--- src/rtl/hazard_pkg.sv ---
// Shared definitions for the pipeline hazard controller: FSM state encoding,
// default counter width / multiply-divide timeout and the operand-match helper.
package hazard_pkg;

   localparam int CNT_W_DEF  = 16;
   localparam int MD_MAX_DEF = 64;

   typedef enum logic {
      RUN     = 1'b0,
      MD_WAIT = 1'b1
   } md_state_t;

   // True when an ID source operand is actually read and names the EX destination.
   function automatic logic src_hit(input logic       uses,
                                    input logic [4:0] src,
                                    input logic [4:0] dst);
      return uses && (src == dst);
   endfunction

endpackage

--- src/rtl/hazard_ctrl_if.sv ---
// Hazard bus between the pipeline datapath (master) and the hazard controller
// (slave): hazard sources flow in, write enables and bubble requests flow out.
interface hazard_ctrl_if;
   logic [4:0] id_rs_addr;
   logic [4:0] id_rt_addr;
   logic       id_uses_rs;
   logic       id_uses_rt;
   logic       id_jump;
   logic       ex_MemRead;
   logic [4:0] ex_write_addr;
   logic       ex_branch_taken;
   logic       ex_muldiv_start;
   logic       muldiv_done;
   logic       pc_wr_en;
   logic       if_id_wr_en;
   logic       id_ex_wr_en;
   logic       if_id_flush;
   logic       id_ex_flush;

   modport master (
      output id_rs_addr, id_rt_addr, id_uses_rs, id_uses_rt, id_jump,
             ex_MemRead, ex_write_addr, ex_branch_taken, ex_muldiv_start,
             muldiv_done,
      input  pc_wr_en, if_id_wr_en, id_ex_wr_en, if_id_flush, id_ex_flush
   );

   modport slave (
      input  id_rs_addr, id_rt_addr, id_uses_rs, id_uses_rt, id_jump,
             ex_MemRead, ex_write_addr, ex_branch_taken, ex_muldiv_start,
             muldiv_done,
      output pc_wr_en, if_id_wr_en, id_ex_wr_en, if_id_flush, id_ex_flush
   );
endinterface

--- src/rtl/hazard_ctrl_sat_counter.sv ---
// Saturating up-counter used for the stall and flush performance counters.
// Holds at all-ones instead of wrapping; synchronous active-low reset.
module sat_counter #(
   parameter int W = 16
) (
   input  logic         clk,
   input  logic         reset,
   input  logic         inc,
   output logic [W-1:0] count
);

   // Count one per cycle with inc set, stopping at the top value.
   always_ff @(posedge clk) begin
      if (!reset) begin
         count <= '0;
      end else if (inc && (count != {W{1'b1}})) begin
         count <= count + 1'b1;
      end
   end

endmodule

--- src/rtl/hazard_ctrl.sv ---
// Pipeline hazard controller. Produces same-cycle (Mealy) write-enable and
// bubble controls from the current hazard inputs plus a small FSM that tracks
// an outstanding multiply/divide. Priority: MD stall, branch flush, load-use
// stall, jump flush. A watchdog bounds the MD wait and raises a sticky error.
module hazard_ctrl
   import hazard_pkg::*;
#(
   parameter int CNT_W  = CNT_W_DEF,
   parameter int MD_MAX = MD_MAX_DEF
) (
   input  logic             clk,
   input  logic             reset,
   hazard_ctrl_if.slave     hz,
   output logic [CNT_W-1:0] stall_cnt,
   output logic [CNT_W-1:0] flush_cnt,
   output logic             md_error
);

   // md_cnt only has to reach MD_MAX-1, so clog2(MD_MAX) bits are enough.
   localparam int MD_CNT_W = (MD_MAX > 1) ? $clog2(MD_MAX) : 1;
   localparam logic [MD_CNT_W-1:0] MD_LAST = MD_CNT_W'(MD_MAX - 1);

   md_state_t           state;
   logic [MD_CNT_W-1:0] md_cnt;

   logic md_timeout;
   logic md_stall;
   logic load_use;

   logic pc_wr_en;
   logic if_id_wr_en;
   logic id_ex_wr_en;
   logic if_id_flush;
   logic id_ex_flush;

   // Hazard detection: MD wait / watchdog expiry and the load-use match.
   always_comb begin
      md_timeout = (state == MD_WAIT) && !hz.muldiv_done && (md_cnt == MD_LAST);
      md_stall   = ((state == MD_WAIT) && !hz.muldiv_done && !md_timeout) ||
                   ((state == RUN) && hz.ex_muldiv_start && !hz.muldiv_done);
      load_use   = hz.ex_MemRead && (hz.ex_write_addr != 5'd0) &&
                   (src_hit(hz.id_uses_rs, hz.id_rs_addr, hz.ex_write_addr) ||
                    src_hit(hz.id_uses_rt, hz.id_rt_addr, hz.ex_write_addr));
   end

   // Prioritised control outputs; reset forces the free-running defaults.
   always_comb begin
      pc_wr_en    = 1'b1;
      if_id_wr_en = 1'b1;
      id_ex_wr_en = 1'b1;
      if_id_flush = 1'b0;
      id_ex_flush = 1'b0;
      if (reset) begin
         if (md_stall) begin
            pc_wr_en    = 1'b0;
            if_id_wr_en = 1'b0;
            id_ex_wr_en = 1'b0;
         end else if (hz.ex_branch_taken) begin
            if_id_flush = 1'b1;
            id_ex_flush = 1'b1;
         end else if (load_use) begin
            // Hold PC and IF/ID, push a bubble into EX; a coincident jump is
            // dropped here and seen again next cycle from the held IF/ID.
            pc_wr_en    = 1'b0;
            if_id_wr_en = 1'b0;
            id_ex_flush = 1'b1;
         end else if (hz.id_jump) begin
            if_id_flush = 1'b1;
         end
      end
   end

   assign hz.pc_wr_en    = pc_wr_en;
   assign hz.if_id_wr_en = if_id_wr_en;
   assign hz.id_ex_wr_en = id_ex_wr_en;
   assign hz.if_id_flush = if_id_flush;
   assign hz.id_ex_flush = id_ex_flush;

   // MD tracking FSM with wait-cycle watchdog and sticky timeout flag.
   always_ff @(posedge clk) begin
      if (!reset) begin
         state    <= RUN;
         md_cnt   <= '0;
         md_error <= 1'b0;
      end else begin
         case (state)
            RUN: begin
               if (hz.ex_muldiv_start && !hz.muldiv_done) begin
                  state  <= MD_WAIT;
                  md_cnt <= '0;
               end
            end
            MD_WAIT: begin
               if (hz.muldiv_done) begin
                  state  <= RUN;
                  md_cnt <= '0;
               end else if (md_timeout) begin
                  state    <= RUN;
                  md_cnt   <= '0;
                  md_error <= 1'b1;
               end else begin
                  md_cnt <= md_cnt + 1'b1;
               end
            end
            default: begin
               state  <= RUN;
               md_cnt <= '0;
            end
         endcase
      end
   end

   sat_counter #(.W(CNT_W)) u_stall_cnt (
      .clk   (clk),
      .reset (reset),
      .inc   (!pc_wr_en),
      .count (stall_cnt)
   );

   sat_counter #(.W(CNT_W)) u_flush_cnt (
      .clk   (clk),
      .reset (reset),
      .inc   (if_id_flush),
      .count (flush_cnt)
   );

endmodule

--- src/flat_wrapper.sv ---
// flat-port wrapper written by rule: the top's interface ports become plain ports
module hazard_ctrl_flat import hazard_pkg::*;
#(
   parameter int CNT_W  = CNT_W_DEF,
   parameter int MD_MAX = MD_MAX_DEF
)
  (clk, reset, stall_cnt, flush_cnt, md_error, hz_id_rs_addr, hz_id_rt_addr, hz_id_uses_rs, hz_id_uses_rt, hz_id_jump, hz_ex_MemRead, hz_ex_write_addr, hz_ex_branch_taken, hz_ex_muldiv_start, hz_muldiv_done, hz_pc_wr_en, hz_if_id_wr_en, hz_id_ex_wr_en, hz_if_id_flush, hz_id_ex_flush);
  hazard_ctrl_if hz_i ();
  input  logic clk;
  input  logic reset;
  output logic [CNT_W-1:0] stall_cnt;
  output logic [CNT_W-1:0] flush_cnt;
  output logic md_error;
  input wire logic [$bits(hz_i.id_rs_addr)-1:0] hz_id_rs_addr;
  input wire logic [$bits(hz_i.id_rt_addr)-1:0] hz_id_rt_addr;
  input wire logic [$bits(hz_i.id_uses_rs)-1:0] hz_id_uses_rs;
  input wire logic [$bits(hz_i.id_uses_rt)-1:0] hz_id_uses_rt;
  input wire logic [$bits(hz_i.id_jump)-1:0] hz_id_jump;
  input wire logic [$bits(hz_i.ex_MemRead)-1:0] hz_ex_MemRead;
  input wire logic [$bits(hz_i.ex_write_addr)-1:0] hz_ex_write_addr;
  input wire logic [$bits(hz_i.ex_branch_taken)-1:0] hz_ex_branch_taken;
  input wire logic [$bits(hz_i.ex_muldiv_start)-1:0] hz_ex_muldiv_start;
  input wire logic [$bits(hz_i.muldiv_done)-1:0] hz_muldiv_done;
  output wire logic [$bits(hz_i.pc_wr_en)-1:0] hz_pc_wr_en;
  output wire logic [$bits(hz_i.if_id_wr_en)-1:0] hz_if_id_wr_en;
  output wire logic [$bits(hz_i.id_ex_wr_en)-1:0] hz_id_ex_wr_en;
  output wire logic [$bits(hz_i.if_id_flush)-1:0] hz_if_id_flush;
  output wire logic [$bits(hz_i.id_ex_flush)-1:0] hz_id_ex_flush;
  assign hz_i.id_rs_addr = hz_id_rs_addr;
  assign hz_i.id_rt_addr = hz_id_rt_addr;
  assign hz_i.id_uses_rs = hz_id_uses_rs;
  assign hz_i.id_uses_rt = hz_id_uses_rt;
  assign hz_i.id_jump = hz_id_jump;
  assign hz_i.ex_MemRead = hz_ex_MemRead;
  assign hz_i.ex_write_addr = hz_ex_write_addr;
  assign hz_i.ex_branch_taken = hz_ex_branch_taken;
  assign hz_i.ex_muldiv_start = hz_ex_muldiv_start;
  assign hz_i.muldiv_done = hz_muldiv_done;
  assign hz_pc_wr_en = hz_i.pc_wr_en;
  assign hz_if_id_wr_en = hz_i.if_id_wr_en;
  assign hz_id_ex_wr_en = hz_i.id_ex_wr_en;
  assign hz_if_id_flush = hz_i.if_id_flush;
  assign hz_id_ex_flush = hz_i.id_ex_flush;
  hazard_ctrl #(.CNT_W(CNT_W), .MD_MAX(MD_MAX)) u_core (.clk(clk), .reset(reset), .hz(hz_i), .stall_cnt(stall_cnt), .flush_cnt(flush_cnt), .md_error(md_error));
endmodule
--- config.mk ---
export PLATFORM = sky130hd
export DESIGN_NAME = hazard_ctrl_flat
export DESIGN_NICKNAME = d
export VERILOG_FILES = /design/src/rtl/hazard_pkg.sv /design/src/rtl/hazard_ctrl_if.sv /design/src/rtl/hazard_ctrl_sat_counter.sv /design/src/rtl/hazard_ctrl.sv /design/src/flat_wrapper.sv
export SDC_FILE = /design/constraint.sdc
export NUM_CORES = 1
export LEC_CHECK = 0
export ABC_AREA = 1
export ABC_CLOCK_PERIOD_IN_PS = 2340
export CORE_MARGIN = 2
export CORE_UTILIZATION = 45
export DETAILED_ROUTE_END_ITERATION = 12
export PLACE_DENSITY = 0.84
export SLEW_MARGIN = 20
export SYNTH_ARGS = -nofsm -noshare
export SYNTH_HDL_FRONTEND = slang
export SYNTH_SLANG_ARGS = --single-unit
--- constraint.sdc ---
create_clock -name clk -period 2.34 [get_ports clk]
set_clock_uncertainty 0.05 [all_clocks]
set_input_delay 0.234 -clock clk [delete_from_list [all_inputs] [get_ports clk]]
set_output_delay 0.234 -clock clk [all_outputs]
set_load 0.01 [all_outputs]
---- Word-level counts from Yosys, hierarchy flattened ----
Cells that the tools add are included.
operators by class
  $add $sub $neg .......................... 3
  multipliers ............................. 0
  divide/modulo/power cells ............... 0
  $lt $le $gt $ge ......................... 0
  equality and inequality tests ........... 6
  shifts and indexed selects .............. 0
  muxes and demuxes ....................... 23
  bitwise operators ....................... 2
  reductions and logical operators ........ 19
operators with widths
  cell                                                             number
  16-bit by 1-bit adder with 16-bit output, second input constant  2
  16-bit != test, second input constant                            2
  1-bit 2-to-1 mux                                                 18
  6-bit 2-to-1 mux                                                 3
  1-bit logical AND                                                12
  6-bit case mux with 2 select lines                               1
  5-bit == test                                                    2
  6-bit by 1-bit adder with 6-bit output, second input constant    1
  6-bit == test, second input constant                             1
  5-bit nonzero test                                               1
  1-bit zero test                                                  3
  3-bit AND reduction                                              1
  1-bit logical OR                                                 2
  2-bit != test, second input constant                             1
  1-bit NOT                                                        2
  1-bit case mux with 2 select lines                               1
word-level totals
  register bits ........................... 40
  latch bits .............................. 0
  memory bits (writable) .................. 0
  memory bits (read-only) ................. 0
  output and inout port bits .............. 38
  word-level logic and storage cells ...... 58
  memories kept ........................... 0

---- Depth between registers and ports, before layout ----
  depth after elaboration ................. 10
  depth in mapped cells ................... 13

---- Cells and area by module ----
Synthesis repeated with hierarchy kept, for this count alone.
second synthesis, totals
  cell total of the unflattened synthesis .. 414
  area, all modules ....................... 2,663.8 sq um
modules (own cells, without submodules)
  module       times used  cells an instance  area an instance (sq um)
  sat_counter  2           149                996.0
  hazard_ctrl  1           116                671.9

---- Least setup slack after synthesis ----
No wires, ideal clock.
  path kind ............................... register to output
  start point ............................. register u_core.md_cnt[0]
  end point ............................... output hz_pc_wr_en
  arrival ................................. 1,674 ps
  data required time ...................... 2,056 ps
  setup slack ............................. 382 ps
  cell stages (with the launch flop) ...... 13
  buffers on the path ..................... 3
  cells stage by stage .................... dfxtp_1 > ha_1 > nand3_1 > nor2_1 > nand3_2 > nand3_2 > o21ai_2 > nand2_2 > o21ai_2 > buf_6 > buf_6 > inv_1 > buf_4
on the way
  longest elaborated chain between the ends .. 7
ends and longest elaborated chain
  item                            line                RTL
  start: declaration              hazard_ctrl.sv:24   logic [MD_CNT_W-1:0] md_cnt;
  start signal: assignment        hazard_ctrl.sv:102  md_cnt <= md_cnt + 1'b1;
  6-bit == test                   hazard_ctrl.sv:38   md_timeout = (state == MD_WAIT) && !hz.muldiv_done && (md_cnt == MD_LAST);
  1-bit logical AND               hazard_ctrl.sv:38
  1-bit zero test                 hazard_ctrl.sv:39   md_stall = ((state == MD_WAIT) && !hz.muldiv_done && !md_timeout) ||
  1-bit logical AND               hazard_ctrl.sv:39
  1-bit logical OR                hazard_ctrl.sv:39
  1-bit 2-to-1 mux (2 in series)  -
  end: declaration                flat_wrapper.sv:24  output wire logic [$bits(hz_i.pc_wr_en)-1:0] hz_pc_wr_en;
Every way passes these cells.

---- Worst setup path after layout ----
  start point ............................. register u_core.md_cnt[0]
  end point ............................... output hz_pc_wr_en
on the way
  longest elaborated chain between the ends .. 7
ends and longest elaborated chain
  item               line               RTL
  6-bit == test      hazard_ctrl.sv:38
  1-bit logical AND  hazard_ctrl.sv:38
  1-bit zero test    hazard_ctrl.sv:39
  1-bit logical AND  hazard_ctrl.sv:39
  1-bit logical OR   hazard_ctrl.sv:39
  1-bit 2-to-1 mux   hazard_ctrl.sv:54  if (md_stall) begin
  1-bit 2-to-1 mux   hazard_ctrl.sv:53  if (reset) begin
Every way passes these cells.

==> summary.md <==
| Metric | Value |
|---|---|
| Initial antenna violation count | 0 |
| First-pass GRT wire length | 11010 µm |
| Min-delay src | u_core.md_error |
| Leakage | between 1 and 1.5 nW |
| Sink Count | 40 |
| Cts bufs inserted | 5 |
| Core area | between 0.005 and 0.006 mm² |
| Synth Instances | about 400 |
| CP startpoint kind | register |
| Worst hold slack | between 0.4 and 0.5 ns |
| Drt pass-1 iters | 4 |
| DIE HEIGHT | about 80 µm |
| Vias/cell | just over 5 |
| RR Endpoint | u_core.u_flush_cnt.count[0] |
| Clock insertion delay at the later pin of the skew report | around 0.29 ns |
| Rel. slew slack | 69.25% |
| CTS tree | done |
| Worst-path maximum fanout | 4 |
| Period minus WS final | between 2 and 2.5 ns |
| Total number of vias | approximately 2700 |
| Multi-input logic area | roughly 0.0016 mm² |
| Post-Route WL | approximately 6600 µm |
| Slew Limit Fails | 0 |
| Fillers | 520 |
| Row Count | 27 |
| Post-Syn Area per Cell | 6.683 µm² |
| Place WS | between 0.006 and 0.007 ns |
| Max cap viols | 0 |
| Ys Warns | 0 |
| Fin crit share | between 90% and 100% |
| Synth top area share | 30.49% |
| Pwr dens | 427.5 mW/mm² |
| Remaining antenna violation count | 0 |
| Register Area | approximately 800 µm² |
| Critical Path AT | between 1.5 and 2 ns |
| Critical Path Sink Type | output pin |
| Slew @ Worst Pin | about 0.46 ns |
| CP Data Required Time | 2.06 ns |
| Yosys top cell by area | dfxtp_1 |
| I/O pins | 62 |
| Post-route DRC violation count | 0 |
| Worst-path clk slew | ~0.080 ns |
| Post-DP HPWL | approximately 5000 µm |
| Critical R2R Launch | u_core.md_cnt[1] |
| Top post-synthesis cells by area | dfxtp_1 (30%), nand2_1 (16%), nand3_1 (6.3%) |
| Area grow syn2layout | 30.97% |
| Layout cells sized above 1 | 11.76% |
| Post-layout nets | approximately 490 |
| VDD IR max | 0.2564 mV |
| Tot Pwr | 0.001471 W |
| Yosys cell types | 35 |
| Dpl cells | about 520 |
| Hold_buf cts | 0 |
| Drt initial violations | 132 |
| Hold Crit Depth | 2 |
| FF-to-FF setup slack | ~0.22 ns |
| Initial Util | 47.12% |
| Die area | between 0.006 and 0.007 mm² |
| Fmax | between 0.4 and 0.5 GHz |
| RSZ-0062 raised after global routing | no |
| Syn_nets | 420 |
| Worst setup margin | 0.1769 ns |
| Hold endpoint | u_core.md_error |
| Non-filler cells, final | ~530 |
| H-tree depth | 2 |
| Number of global-route vias before repair | 2503 |
| Status | finished clean |
| Post-Syn Area | about 0.0026 mm² |
| Diode count | 0 |
| Clk buf depth | 2 |
| PortBufs | approximately 60 |
| Final TNS setup | 0 ns |
| Global-route usage over all layers | a little over a fifth |
| DR WL/cell | 12.50 µm |
| Path depth of the worst reg2reg path | 11 |
| Pin count of the biggest net entering global routing | 31 |
| Final Hold Fails | 0 |
| #FFs+latches synth | 40 |
| Endpoints failing setup | 0 |
| CTS Root Cell | clkbuf_8 |
| Global route overflow | 0 |
| HP Class | reg -> reg |
| Crit path kind | reg -> out |
| Seq/Total Area, Yosys | between 30% and 40% |
| Gpl congestion | 0.8829 |
| Die X | 80.40 µm |
area by class of cell:
cell class                      instances  share of cell area [%]
Clock buffer                            5                   2.001
Tap cell                               72                   2.619
Sequential cell                        40                   23.32
Multi-Input combinational cell        291                   45.73
Inverter                               49                   5.347
Timing Repair Buffer                   71                   19.75
Clock inverter                          3                   1.237
how the worst max path moves through the flow:
stage,start,end,slack (ns)
final,u_core.md_cnt[0],hz_pc_wr_en,0.18
after global routing,u_core.md_cnt[1],hz_if_id_wr_en,0.008
after CTS,u_core.md_cnt[1],hz_id_ex_wr_en,0.009
after detailed placement,hz_ex_write_addr[4],hz_if_id_flush,0.006
after global placement,hz_ex_write_addr[0],hz_pc_wr_en,0.04
after floorplan,u_core.md_cnt[0],hz_pc_wr_en,0.38
flip-flops by register name, indices dropped and copies added (netlist names):
name	cells
u_core.u_stall_cnt.count	16
u_core.state	1
u_core.md_cnt	6
u_core.u_flush_cnt.count	16
u_core.md_error	1
cell usage in the layout (no fill, tap or decap), types with 2 or more instances in the layout:
master,instances
nor2_1,34
xor2_1,18
nor2_2,5
nand4_1,17
ha_1,3
nand3_2,4
xnor2_1,9
nor4_1,2
buf_4,10
dlygate4sd2_1,3
clkdlybuf4s50_1,56
o21ai_4,2
nor3_1,6
o21ai_0,2
inv_2,7
nand2_2,3
a21oi_1,24
nand3_1,33
a21oi_2,6
clkbuf_8,5
dfxtp_1,39
nand2_1,111
inv_1,42
Yosys cell counts:
cell      number
nor2_2         4
xnor2_1        9
or2_2          1
buf_4          1
nor2_8         1
nor3_1         6
buf_6          4
nand4_2        1
xor2_1        18
nand3_1       33
nand3_2        4
a21oi_2        6
nor2_1        35
nor4_1         2
nand4_4        1
nor3_4         1
o21ai_2        2
a221oi_1       1
clkbuf_1       5
nand4_1       17
buf_2          3
nand2_2        3
nand2_4        1
a21boi_0       1
nor3_2         1
inv_1         42
and2_1         1
nand2_1      111
nand3b_1       1
dfxtp_1       40
inv_2          7
nor3b_1        1
o21ai_0        2
a21oi_1       24
ha_1           3
metal layers:
layer  wire length, µm  GRT usage [%]
met1              2900          26.97
met2              3324          36.75
met3               262          3.371
met4               153          7.797
met5                 0              0
metrics by stage:
step           utilization (%)  instance area (µm²)
6_report                 61.71                 3440
5_1_grt                  61.71                 3440
4_1_cts                  61.41                 3423
3_5_place_dp             59.48                 3316
3_3_place_gp             59.48                 3316
2_1_floorplan                -                 2626
worst max-delay path: stages, from the launching register on:
cell	delay [ns]
dfxtp_2	0.34
ha_1	0.21
nand3_1	0.13
nor2_2	0.05
nand3_2	0.07
nand3_2	0.10
o21ai_4	0.12
nand2_2	0.12
o21ai_4	0.10
inv_1	0.07
dlygate4sd2_1	0.28
kinds of logic after synthesis:
group	synth area share [%]
flops	30.49
simple gates	40.54
xor+xnor	9.004
fa+ha+maj	1.429
compound gates	8.242
buf+inv	10.29
repair_timing:
action	CTS	global route
buffers inserted	0	0
setup endpoints to repair	5	5
resized for setup	5	7
where the power goes:
part / total (W) / switching [W] / internal, W
Sequential: 0.000695 / 0.00000687 / 0.000688
Combinational: 0.000203 / 0.000113 / 0.0000900
Clock: 0.000573 / 0.000257 / 0.000316
Total: 0.00147 / 0.000377 / 0.00109
Power figures use the tool's default switching activity.
